==> config.mk <==
export PLATFORM = sky130hd
export DESIGN_NAME = regmem_sequencer
export DESIGN_NICKNAME = d
export VERILOG_FILES = /design/src/rtl/regmem_pkg.sv /design/src/rtl/rr_arbiter2.sv /design/src/rtl/regmem_sequencer.sv
export SDC_FILE = /design/constraint.sdc
export NUM_CORES = 1
export LEC_CHECK = 0
export BUFFER_PORTS_ARGS = -buffer_cell sky130_fd_sc_hd__buf_2
export CORE_MARGIN = 1.5
export CORE_UTILIZATION = 45
export DETAILED_ROUTE_END_ITERATION = 6
export PLACE_DENSITY = 0.81
export SLEW_MARGIN = 20
export SYNTH_ARGS = -nofsm -noshare
export SYNTH_HDL_FRONTEND = slang
export SYNTH_SLANG_ARGS = --single-unit
==> constraint.sdc <==
create_clock -name CLK -period 1.6 [get_ports CLK]
set_clock_uncertainty 0.05 [all_clocks]
set_input_delay 0.24 -clock CLK [delete_from_list [all_inputs] [get_ports CLK]]
set_output_delay 0.24 -clock CLK [all_outputs]
set_load 0.01 [all_outputs]
==> src/rtl/regmem_pkg.sv <==
// Shared types and constants for the register/RAM datapath sequencer.
package regmem_pkg;

    typedef enum logic [1:0] {
        ST_IDLE  = 2'd0,
        ST_LOAD  = 2'd1,
        ST_STORE = 2'd2
    } state_t;

    localparam logic OP_LOAD  = 1'b0;
    localparam logic OP_STORE = 1'b1;

    // RE hold time is counted in a 3-bit counter
    localparam int LOAD_HOLD_MAX = 7;

endpackage

==> src/rtl/rr_arbiter2.sv <==
// Two-input arbiter with one-hot grant. Define ARB_RR_EN for round-robin;
// otherwise requester 0 has fixed priority and no pointer state exists.
module rr_arbiter2
    import regmem_pkg::*;
(
    input  logic       clk,
    input  logic       rst_n,
    input  logic [1:0] req,
    input  logic       en,
    output logic [1:0] grant
);

`ifdef ARB_RR_EN
    // Index of the requester granted last; starts at 1 so requester 0 wins the first tie.
    logic last_reg;

    always_comb begin
        grant = 2'b00;
        if (req[0] && (!req[1] || last_reg))
            grant = 2'b01;
        else if (req[1])
            grant = 2'b10;
    end

    always_ff @(posedge clk or negedge rst_n) begin
        if (!rst_n)
            last_reg <= 1'b1;
        else if (en && (|req))
            last_reg <= grant[1];
    end
`else
    always_comb begin
        grant = 2'b00;
        if (req[0])
            grant = 2'b01;
        else if (req[1])
            grant = 2'b10;
    end

    logic unused_rr;
    assign unused_rr = &{1'b0, clk, rst_n, en};
`endif

endmodule

==> src/rtl/regmem_sequencer.sv <==
// Sequences Sel/RE/WE/Addr of the two-register/RAM datapath for two requesters.
// Arbitration policy is selected by the ARB_RR_EN macro (see rr_arbiter2).
module regmem_sequencer
    import regmem_pkg::*;
#(
    parameter int AW        = 2,
    parameter int LOAD_HOLD = 2
) (
    input  logic          CLK,
    input  logic          Rst,
    input  logic          r0_req,
    input  logic          r0_op,
    input  logic          r0_sel,
    input  logic [AW-1:0] r0_addr,
    output logic          r0_ack,
    input  logic          r1_req,
    input  logic          r1_op,
    input  logic          r1_sel,
    input  logic [AW-1:0] r1_addr,
    output logic          r1_ack,
    output logic          Sel,
    output logic          RE,
    output logic          WE,
    output logic [AW-1:0] Addr,
    output logic          busy
);

    localparam int HOLD_C = (LOAD_HOLD > LOAD_HOLD_MAX) ? LOAD_HOLD_MAX :
                            ((LOAD_HOLD < 1) ? 1 : LOAD_HOLD);
    localparam logic [2:0] HOLD = 3'(HOLD_C);

    state_t        state_reg;
    logic [2:0]    cnt_reg;
    logic          who_reg;
    logic [1:0]    grant;
    logic          win_op;
    logic          win_sel;
    logic [AW-1:0] win_addr;
    logic [2:0]    cnt_inc;
    logic          load_last;
    logic          first_ack;

    rr_arbiter2 u_arb (
        .clk   (CLK),
        .rst_n (Rst),
        .req   ({r1_req, r0_req}),
        .en    (state_reg == ST_IDLE),
        .grant (grant)
    );

    always_comb begin
        win_op   = grant[1] ? r1_op   : r0_op;
        win_sel  = grant[1] ? r1_sel  : r0_sel;
        win_addr = grant[1] ? r1_addr : r0_addr;
        cnt_inc  = cnt_reg + 3'd1;
        // Next LOAD cycle is the last one, so ack must be registered now
        load_last = (cnt_inc == HOLD);
        // Ack in the first command cycle: always for a store, for a load only when the hold is one cycle
        first_ack = (win_op == OP_STORE) || (HOLD == 3'd1);
    end

    always_ff @(posedge CLK or negedge Rst) begin
        if (!Rst) begin
            state_reg <= ST_IDLE;
            cnt_reg   <= 3'd0;
            who_reg   <= 1'b0;
            Sel       <= 1'b0;
            RE        <= 1'b0;
            WE        <= 1'b0;
            Addr      <= '0;
            busy      <= 1'b0;
            r0_ack    <= 1'b0;
            r1_ack    <= 1'b0;
        end else begin
            case (state_reg)
                ST_IDLE: begin
                    if (|grant) begin
                        who_reg <= grant[1];
                        Sel     <= win_sel;
                        Addr    <= win_addr;
                        busy    <= 1'b1;
                        r0_ack  <= grant[0] & first_ack;
                        r1_ack  <= grant[1] & first_ack;
                        if (win_op == OP_STORE) begin
                            state_reg <= ST_STORE;
                            WE        <= 1'b1;
                        end else begin
                            state_reg <= ST_LOAD;
                            RE        <= 1'b1;
                            cnt_reg   <= 3'd1;
                        end
                    end
                end
                ST_LOAD: begin
                    if (cnt_reg == HOLD) begin
                        state_reg <= ST_IDLE;
                        cnt_reg   <= 3'd0;
                        RE        <= 1'b0;
                        busy      <= 1'b0;
                        r0_ack    <= 1'b0;
                        r1_ack    <= 1'b0;
                    end else begin
                        cnt_reg <= cnt_inc;
                        r0_ack  <= ~who_reg & load_last;
                        r1_ack  <= who_reg & load_last;
                    end
                end
                ST_STORE: begin
                    state_reg <= ST_IDLE;
                    WE        <= 1'b0;
                    busy      <= 1'b0;
                    r0_ack    <= 1'b0;
                    r1_ack    <= 1'b0;
                end
                default: begin
                    state_reg <= ST_IDLE;
                    cnt_reg   <= 3'd0;
                    RE        <= 1'b0;
                    WE        <= 1'b0;
                    busy      <= 1'b0;
                    r0_ack    <= 1'b0;
                    r1_ack    <= 1'b0;
                end
            endcase
        end
    end

endmodule

==> out/qor.txt, run 1 <==
Top delay family on crit path: flip-flops
Initial Utilization: 48.86%
CP bufs+invs: 1
RSZ-0062 raised after global routing: no
Std-Cell Core Area: 0.001541 sq mm
Top cells by area, synth: dfrtp_1, ha_1, o32ai_1
Post-synth EDFFs: 0
Static leakage: 0.4245 nW
Min Tclk post-route: 1.374 ns
TritonCTS clock tree: yes
Synth Flop Type: dfrtp_1
1st-iter DRT viols: 12
Postcts setup bufs: 0
Design Area, Final: 898.4 sq um
Clock slew at reported path FFs: 0.09 ns
Dominant cell type by area after synthesis: dfrtp_1
Die footprint: 0.001928 sq mm
Final setup violation count: 0
Synth async-reset ratio: 100.0%
Crit path max fanout: 3
Slowest stage delay, CP: 0.39 ns
Commonest cells post-synth: dfrtp_1, inv_1, nand2_1, nor2_1, nor2b_1
GRT Util Overall: 18.39%
Max Clock Freq: 0.7280 GHz
Yosys top cell area share: 46.51%
Syn Inst Count: 75
Grt ovf: 0
Routability cong.: 0.7976
Post-cts sizing count: 0
CTS max path bufs: 2
MaxCap Viol Count: 0
PwrDens: 1844 mW/mm^2
Drt wl/cell: 14.07 um
Fillers: 150
Synthesis-to-finish area growth: 19.27%
CP startpoint kind: flip-flop
Post-synth net total: 90
Period utilization: 85.85%
Pre-antenna DRT Iters: 4
Peak VDD IR: 810.2 uV
CTS H-tree depth: 1
Ant diodes: 0
Residual DRC: 0
Die width: 43.91 um
WP data required: 1.74 ns
CP arrival: 1.51 ns
I/O Pins: 20
Layout Cells excl Fill: 113
Dpl cell area: 852.1 sq um
Sum of negative setup slack: 0 ns
Slowest library cell on the worst path: dfrtp_1
Most frequent cell after synthesis: dfrtp_1
Total Wirelength: 1590 um
Die height: 43.91 um
Crit-path cells: inv_1 > ha_1 > nor3_1 > a21oi_1 > o32ai_1
Yosys warns: 0
Worst-margin pin slew: 0.3335 ns
Mapped cell area: 753.2 sq um
Max reg flops: 3
Synth cell types: 30
Vias in the first global route: 618
Post-layout nets: 113
Register area share after synthesis: 46.51%
Max Slew Vio Count: 0
Hold_ws: 0.1453 ns
Hold Crit Class: primary input to flip-flop
Status: finished, final reports clean
Antenna viol nets, final: 0
Num rows: 14
Layout cells sized above 1: 28.87%
Clock buffer count from CTS: 3
First-pass GRT wire length: 2628 um
CP Class: flip-flop to flip-flop
Hold Fails Final Rpt: 0
Vias/cell: 5.805
Initial antenna violation count: 0
Later-pin clock latency in the skew report: 0.28 ns
Largest net degree at the start of global routing: 15
Clock sink count: 14
Final HPWL DP: 1209 um
Syn_area_per_cell: 10.04 sq um
Port bufs: 19
# placed instances: 108
Max transition margin: 77.77%
Clk root buf: clkbuf_4
# hold bufs at CTS: 1
Critical Path Sink Type: flip-flop
Register bit total from synthesis: 14
Via count: 656
==> final timing paths <==
path	startpoint	to	slack, ns	cells after the start
worst max-delay path	cnt_reg[0]$_DFFE_PN0P_	r0_ack$_DFFE_PN0P_	0.23	5
worst min-delay path	r0_sel	Sel$_DFFE_PN0P_	0.15	3
worst max register to register	cnt_reg[0]$_DFFE_PN0P_	r0_ack$_DFFE_PN0P_	0.23	5
worst min register to register	WE$_DFFE_PN0P_	WE$_DFFE_PN0P_	0.44	1
max in group asynchronous	Rst	WE$_DFFE_PN0P_	0.92	2
min in group asynchronous	Rst	r1_ack$_DFFE_PN0P_	0.33	2
==> worst register-to-register path, stage by stage (launching register included) <==
cell and delay (ns):
dfrtp_1 0.39, inv_1 0.08, ha_1 0.23, nor3_1 0.19, a21oi_1 0.09, o32ai_1 0.26
==> cells by family after synthesis <==
| logic type | after synthesis | share of synthesized area, % |
|---|---|---|
| flops | 14 | 46.51 |
| simple gates | 23 | 17.11 |
| fa+ha+maj | 3 | 4.984 |
| mux | 2 | 2.658 |
| buf+inv | 9 | 6.146 |
| compound gates | 24 | 22.59 |
==> layout by cell type, fill, tap and decap left out, drive strengths merged <==
| cell | Yosys | routed |
|---|---|---|
| dlygate4sd3 | 0 | 1 |
| nand2b | 1 | 1 |
| o21ai | 5 | 5 |
| a22oi | 3 | 3 |
| or2 | 1 | 1 |
| nand3b | 1 | 1 |
| o21a | 1 | 1 |
| a31oi | 3 | 3 |
| mux2i | 2 | 2 |
| o211ai | 1 | 1 |
| nor3 | 2 | 2 |
| a21oi | 4 | 4 |
| a21boi | 2 | 2 |
| nor2b | 4 | 4 |
| buf | 3 | 20 |
| ha | 3 | 3 |
| nor3b | 2 | 2 |
| nand2 | 4 | 4 |
| and2b | 1 | 1 |
| a21o | 1 | 1 |
| nor2 | 4 | 4 |
| dfrtp | 14 | 14 |
| o32ai | 4 | 4 |
| clkbuf | 0 | 4 |
| inv | 6 | 6 |
| nand3 | 3 | 3 |
==> layout make-up <==
class	instances	area (sq um)	share of cell area, %
clock buffers	4	36.28	4.039
multi-input cells	52	356.6	39.69
well taps	16	20.02	2.228
flip-flops and latches	14	350.3	39.00
inverters	6	22.52	2.507
repair buffers	21	112.6	12.53
==> layer usage <==
layer | track usage, % | up-vias | share of wire (%)
met2 | 30.88 | 22 | 47
met4 | 5.455 | 0 | 0
met3 | 3.750 | 0 | 5.0
met5 | 0 | - | 0
li1 | - | 313 | -
met1 | 23.81 | 321 | 48
==> stage by stage <==
| stage | setup WS, ns | util, % | total power [W] |
|---|---|---|---|
| 2_1_floorplan | 0.3383 | - | 0.001176 |
| 3_3_place_gp | 0.3074 | 55.28 | 0.001369 |
| 3_5_place_dp | 0.2292 | 55.28 | 0.001410 |
| 4_1_cts | 0.2364 | 58.28 | 0.001672 |
| 5_1_grt | 0.1033 | 58.28 | 0.001787 |
| 6_report | 0.2265 | 58.28 | 0.001656 |
==> report_power, final <==
part           internal, W  switching (W)  total [W]
logic             0.000339       0.000404   0.000742
clock network     0.000138       0.000122   0.000260
registers         0.000519       0.000135   0.000654
No activity file was read; power rests on OpenSTA's default activity.
==> run 2, diff against run 1 <==
==> constraint.sdc (replaced) <==
create_clock -name CLK -period 1.5 [get_ports CLK]
set_clock_uncertainty 0.05 [all_clocks]
set_input_delay 0.225 -clock CLK [delete_from_list [all_inputs] [get_ports CLK]]
set_output_delay 0.225 -clock CLK [all_outputs]
set_load 0.01 [all_outputs]
==> run 2 against run 1 <==
Via count down 2.4%. Die area unchanged. Clock power down 21%. First-iteration DRC count down 58%. Sequential power up 7.6%. Highest routed layer is now met4.
==> out/qor.txt, run 2 (synthesis gave the netlist of run 1 again) <==
Status: finished, final reports clean
MaxCap Viol Count: 0
Hold path cells: 3
Net load switching power: 0.0006818 W
Cell depth of the worst setup path: 5
Routability cong.: 0.7889
RSZ-0062 raised after global routing: no
Ant diodes: 0
Postcts setup bufs: 0
Static leakage: 0.4221 nW
Layout cells sized above 1: 28.87%
Die width: 43.91 um
Crit-path cells: inv_1 > ha_1 > nor3_1 > a21oi_1 > o32ai_1
Final setup violation count: 0
Commonest non-fill, non-tap cell in the layout: buf_2
Initial Utilization: 48.86%
Num rows: 14
Port bufs: 19
WP data required: 1.62 ns
Drt wl/cell: 13.30 um
Max Clock Freq: 0.7284 GHz
Start point of the worst hold path: r0_addr[1]
Std-Cell Core Area: 0.001541 sq mm
Max Slew Vio Count: 0
Depth of the most critical reg-to-reg path: 5
CP Class: flip-flop to flip-flop
Max transition margin: 75.54%
Hold Fails Final Rpt: 0
1st-iter DRT viols: 5
Clock slew at reported path FFs: 0.08 ns
Fillers: 145
PwrDens: 1896 mW/mm^2
Hold EP: Addr[1]$_DFFE_PN0P_
Via count: 640
Antenna viol nets, final: 0
Worst r2r src: cnt_reg[0]$_DFFE_PN0P_
First-pass GRT wire length: 2663 um
Most frequent cells in the layout: buf_2, dfrtp_1, inv_1
Max reg flops: 3
Total Wirelength: 1503 um
Initial antenna violation count: 0
Clk root buf: clkbuf_4
Later-pin clock latency in the skew report: 0.28 ns
Residual DRC: 0
GRT Util Overall: 18.93%
Slowest stage delay, CP: 0.40 ns
Critical Path Sink Type: flip-flop
FF-to-FF setup slack: 0.13 ns
Post-cts sizing count: 0
Peak VDD IR: 955.9 uV
Hold Crit Class: primary input to flip-flop
CP startpoint kind: flip-flop
Vias/cell: 5.664
TritonCTS clock tree: yes
Die footprint: 0.001928 sq mm
I/O Pins: 20
Pre-CTS setup slack: 0.1278 ns
Pre-antenna DRT Iters: 4
Register area: 350.3 sq um
Post-layout nets: 114
Area of the multi-input gates: 356.6 sq um
Period utilization: 91.53%
Flop pwr share: 41.6%
Sum of negative setup slack: 0 ns
Clock Power Share: 12.2%
Sw frac: 40.31%
Power Internal: 0.001009 W
Die height: 43.91 um
CTS H-tree depth: 1
Final HPWL DP: 1128 um
Top delay family on crit path: flip-flops
Crit path max fanout: 3
CP bufs+invs: 1
Final WS setup: 0.1271 ns
Part of the power in combinational logic: 46.2%
Clock sink count: 14
Clock buffer count from CTS: 3
Worst-margin pin slew: 0.3631 ns
Largest net degree at the start of global routing: 15
Reg-to-Reg End: r0_ack$_DFFE_PN0P_
Synthesis-to-finish area growth: 18.44%
CP arrival: 1.50 ns
CTS max path bufs: 2
Grt ovf: 0
Min Tclk post-route: 1.373 ns
Vias in the first global route: 595
Slowest library cell on the worst path: dfrtp_1
==> run 2: worst max-delay path by stage <==
stage,to,from
floorplan,r0_ack$_DFFE_PN0P_,cnt_reg[0]$_DFFE_PN0P_
global placement,r0_ack$_DFFE_PN0P_,cnt_reg[0]$_DFFE_PN0P_
detailed placement,r0_ack$_DFFE_PN0P_,cnt_reg[0]$_DFFE_PN0P_
CTS,r0_ack$_DFFE_PN0P_,cnt_reg[0]$_DFFE_PN0P_
global route,r0_ack$_DFFE_PN0P_,cnt_reg[0]$_DFFE_PN0P_
finish,r0_ack$_DFFE_PN0P_,cnt_reg[0]$_DFFE_PN0P_
==> run 2: power by group through the flow <==
stage	Combinational [W]	Clock [W]	Sequential (W)
4_1_cts	0.000787	0.000218	0.000703
6_report	0.000781	0.000206	0.000704
5_1_grt	0.000884	0.000232	0.000731
2_1_floorplan	0.000520	0	0.000734
3_3_place_gp	0.000767	0	0.000696
3_5_place_dp	0.000782	0	0.000708
==> run 2: per-layer routing <==
layer,vias up,share of wire [%],GRT usage [%]
met4,0,1.9,10.91
met3,2,5.5,2.917
met2,18,43,26.76
met5,-,0,0
li1,316,-,-
met1,304,49,27.32
==> run 2: area by class of cell <==
type                    instances  share of cell area [%]
clock buffers                   3                   2.525
inverters                       6                   2.525
flip-flops and latches         14                   39.27
multi-input cells              52                   39.97
repair buffers                 22                   13.46
well taps                      16                   2.244
==> run 2: what timing repair did <==
action,4_1_cts,5_1_grt
setup endpoints to repair,0,1
hold endpoints to repair,14,0
hold buffers,1,0
==> run 2: stage by stage <==
stage	cell area [sq um]	hold slack [ns]	power (W)	instances	utilization [%]
floorplan	753.2	-0.1206	0.001254	75	-
global placement	859.6	0.08848	0.001464	109	55.76
detailed placement	859.6	0.09454	0.001490	109	55.76
CTS	892.1	0.1299	0.001708	113	57.87
global route	892.1	0.1485	0.001847	113	57.87
finish	892.1	0.1369	0.001691	113	57.87
==> run 2: worst min-delay path: cells and delay by family <==
family / cells / cell delay, ns
AOI/OAI and AO/OA: 2 / 0.13
buffers and inverters: 1 / 0.08
==> run 3, diff against run 2 <==
--- a/config.mk
+++ b/config.mk
@@ -8,8 +8,9 @@
 export BUFFER_PORTS_ARGS = -buffer_cell sky130_fd_sc_hd__buf_2
 export CORE_MARGIN = 1.5
 export CORE_UTILIZATION = 45
+export CTS_BUF_LIST = sky130_fd_sc_hd__clkbuf_16
 export DETAILED_ROUTE_END_ITERATION = 6
-export PLACE_DENSITY = 0.81
+export PLACE_DENSITY = 0.68
 export SLEW_MARGIN = 20
 export SYNTH_ARGS = -nofsm -noshare
 export SYNTH_HDL_FRONTEND = slang
==> run 3 against run 2 <==
Sequential share of layout area decreased by 2.3 points. Sequential power hardly changed. Combinational power rose by 2%. Sequential cell count unchanged. Global-route usage rose by 0.64 points. Total power increased by 19%. Critical path depth stayed put.
==> out/qor.txt, run 3 (synthesis gave the netlist of run 1 again) <==
Status: finished, final reports clean
M1 WL: 732 um
Hold path cells: 3
Peak VDD IR: 1073 uV
Uppermost routed layer: met4
TritonCTS clock tree: yes
Hold EP: Addr[0]$_DFFE_PN0P_
Critical Path Sink Type: flip-flop
Fin util: 61.53%
Worst r2r src: cnt_reg[0]$_DFFE_PN0P_
1st-iter DRT viols: 5
Die footprint: 0.001928 sq mm
I/O Pins: 20
Met3 wire length: 66 um
GRT Util Overall: 19.57%
Static leakage: 0.4441 nW
Post-layout nets: 113
CTS max path bufs: 2
Crit-path cells: inv_1 > ha_1 > nor3_1 > a21oi_1 > o32ai_2
PwrDens: 2120 mW/mm^2
Drt wl/cell: 13.87 um
Fillers: 136
Period utilization: 90.19%
Via count: 635
Synthesis-to-finish area growth: 25.91%
Met2 Wirelength: 731 um
Commonest non-fill, non-tap cell in the layout: buf_2
FF-to-FF setup slack: 0.15 ns
Largest net degree at the start of global routing: 15
Top delay family on crit path: flip-flops
Final WS setup: 0.1471 ns
Clock buffer count from CTS: 3
Design Area, Final: 948.4 sq um
MaxCap Viol Count: 0
Die height: 43.91 um
Max reg flops: 3
Worst-margin pin slew: 0.3467 ns
Clock slew at reported path FFs: 0.05 ns
Initial Utilization: 48.86%
Clk root buf: clkbuf_16
Pre-antenna DRT Iters: 4
CP arrival: 1.45 ns
Postcts setup bufs: 0
Start point of the worst hold path: r0_addr[0]
Later-pin clock latency in the skew report: 0.25 ns
Clock sink count: 14
Die width: 43.91 um
Most frequent cells in the layout: buf_2, dfrtp_1, inv_1
Max Slew Vio Count: 0
Pre-CTS setup slack: 0.1306 ns
Reg-to-Reg End: r0_ack$_DFFE_PN0P_
Final HPWL DP: 1161 um
Depth of the most critical reg-to-reg path: 5
Crit path max fanout: 3
RSZ-0062 raised after global routing: no
Antenna viol nets, final: 0
Sum of negative setup slack: 0 ns
Std-Cell Core Area: 0.001541 sq mm
Ant diodes: 0
CP bufs+invs: 1
Num rows: 14
Routability cong.: 0.8147
Initial antenna violation count: 0
Max transition margin: 76.64%
Min Tclk post-route: 1.353 ns
Residual DRC: 0
WP data required: 1.60 ns
Layout cells sized above 1: 28.87%
Port bufs: 19
First-pass GRT wire length: 2649 um
Vias/cell: 5.619
Slowest library cell on the worst path: dfrtp_1
Grt ovf: 0
CTS H-tree depth: 1
Slowest stage delay, CP: 0.37 ns
CP Class: flip-flop to flip-flop
Final setup violation count: 0
Hold Crit Class: primary input to flip-flop
Total Wirelength: 1567 um
CP startpoint kind: flip-flop
Max Clock Freq: 0.7392 GHz
Vias in the first global route: 618
Hold Fails Final Rpt: 0
Dpl cell area: 852.1 sq um
[run 3: changes by cell type in the layout (fill, tap and decap cells not counted), sizes merged]
| cell | previous run | this run |
|---|---|---|
| buf | 21 | 20 |
| clkinv | 0 | 1 |
[run 3: repair_timing]
action                                  in CTS  in global routing
hold buffers                                 1                  0
endpoints found under the setup margin       0                  1
resized for setup                            0                  1
endpoints found under the hold margin       14                  0
[run 3: routing by layer]
layer  up-vias  track usage (%)
li1        311                -
met1       306            24.00
met2        13            29.41
met3         5            5.417
met4         0            13.94
met5         -                0
[run 3: where the power goes]
| part | switching (W) | internal (W) | leakage, nW |
|---|---|---|---|
| logic | 0.000429 | 0.000366 | 0.233 |
| registers | 0.000148 | 0.000557 | 0.173 |
| clock network | 0.000158 | 0.000353 | 0.0385 |
[run 3: area by class of cell]
class,instances,area (sq um),share of cell area (%)
inverters,6,22.52,2.375
well taps,16,20.02,2.111
repair buffers,21,112.6,11.87
clock buffers,3,75.07,7.916
clock inverters,1,3.754,0.3958
flip-flops and latches,14,350.3,36.94
multi-input cells,52,364.1,38.39
[run 3: worst max path at each step]
stage | start | end | cells past startpoint
after floorplan | cnt_reg[0]$_DFFE_PN0P_ | r0_ack$_DFFE_PN0P_ | 5
after global placement | cnt_reg[0]$_DFFE_PN0P_ | r0_ack$_DFFE_PN0P_ | 5
after detailed placement | cnt_reg[0]$_DFFE_PN0P_ | r0_ack$_DFFE_PN0P_ | 5
after CTS | cnt_reg[0]$_DFFE_PN0P_ | r0_ack$_DFFE_PN0P_ | 5
after global routing | cnt_reg[0]$_DFFE_PN0P_ | r0_ack$_DFFE_PN0P_ | 5
final | cnt_reg[0]$_DFFE_PN0P_ | r0_ack$_DFFE_PN0P_ | 5
[run 3: through the flow]
stage	hold slack, ns	std cells	total power (W)
CTS	0.1657	113	0.002002
detailed placement	0.08762	108	0.001484
global route	0.1859	113	0.002170
floorplan	-0.1206	75	0.001254
global placement	0.08845	108	0.001467
finish	0.1607	113	0.002011
[run 3: worst register-to-register path, stage by stage, from the launching register on]
cell     delay [ns]
dfrtp_1        0.37
inv_1          0.08
ha_1           0.23
nor3_1         0.19
a21oi_1        0.10
o32ai_2        0.25
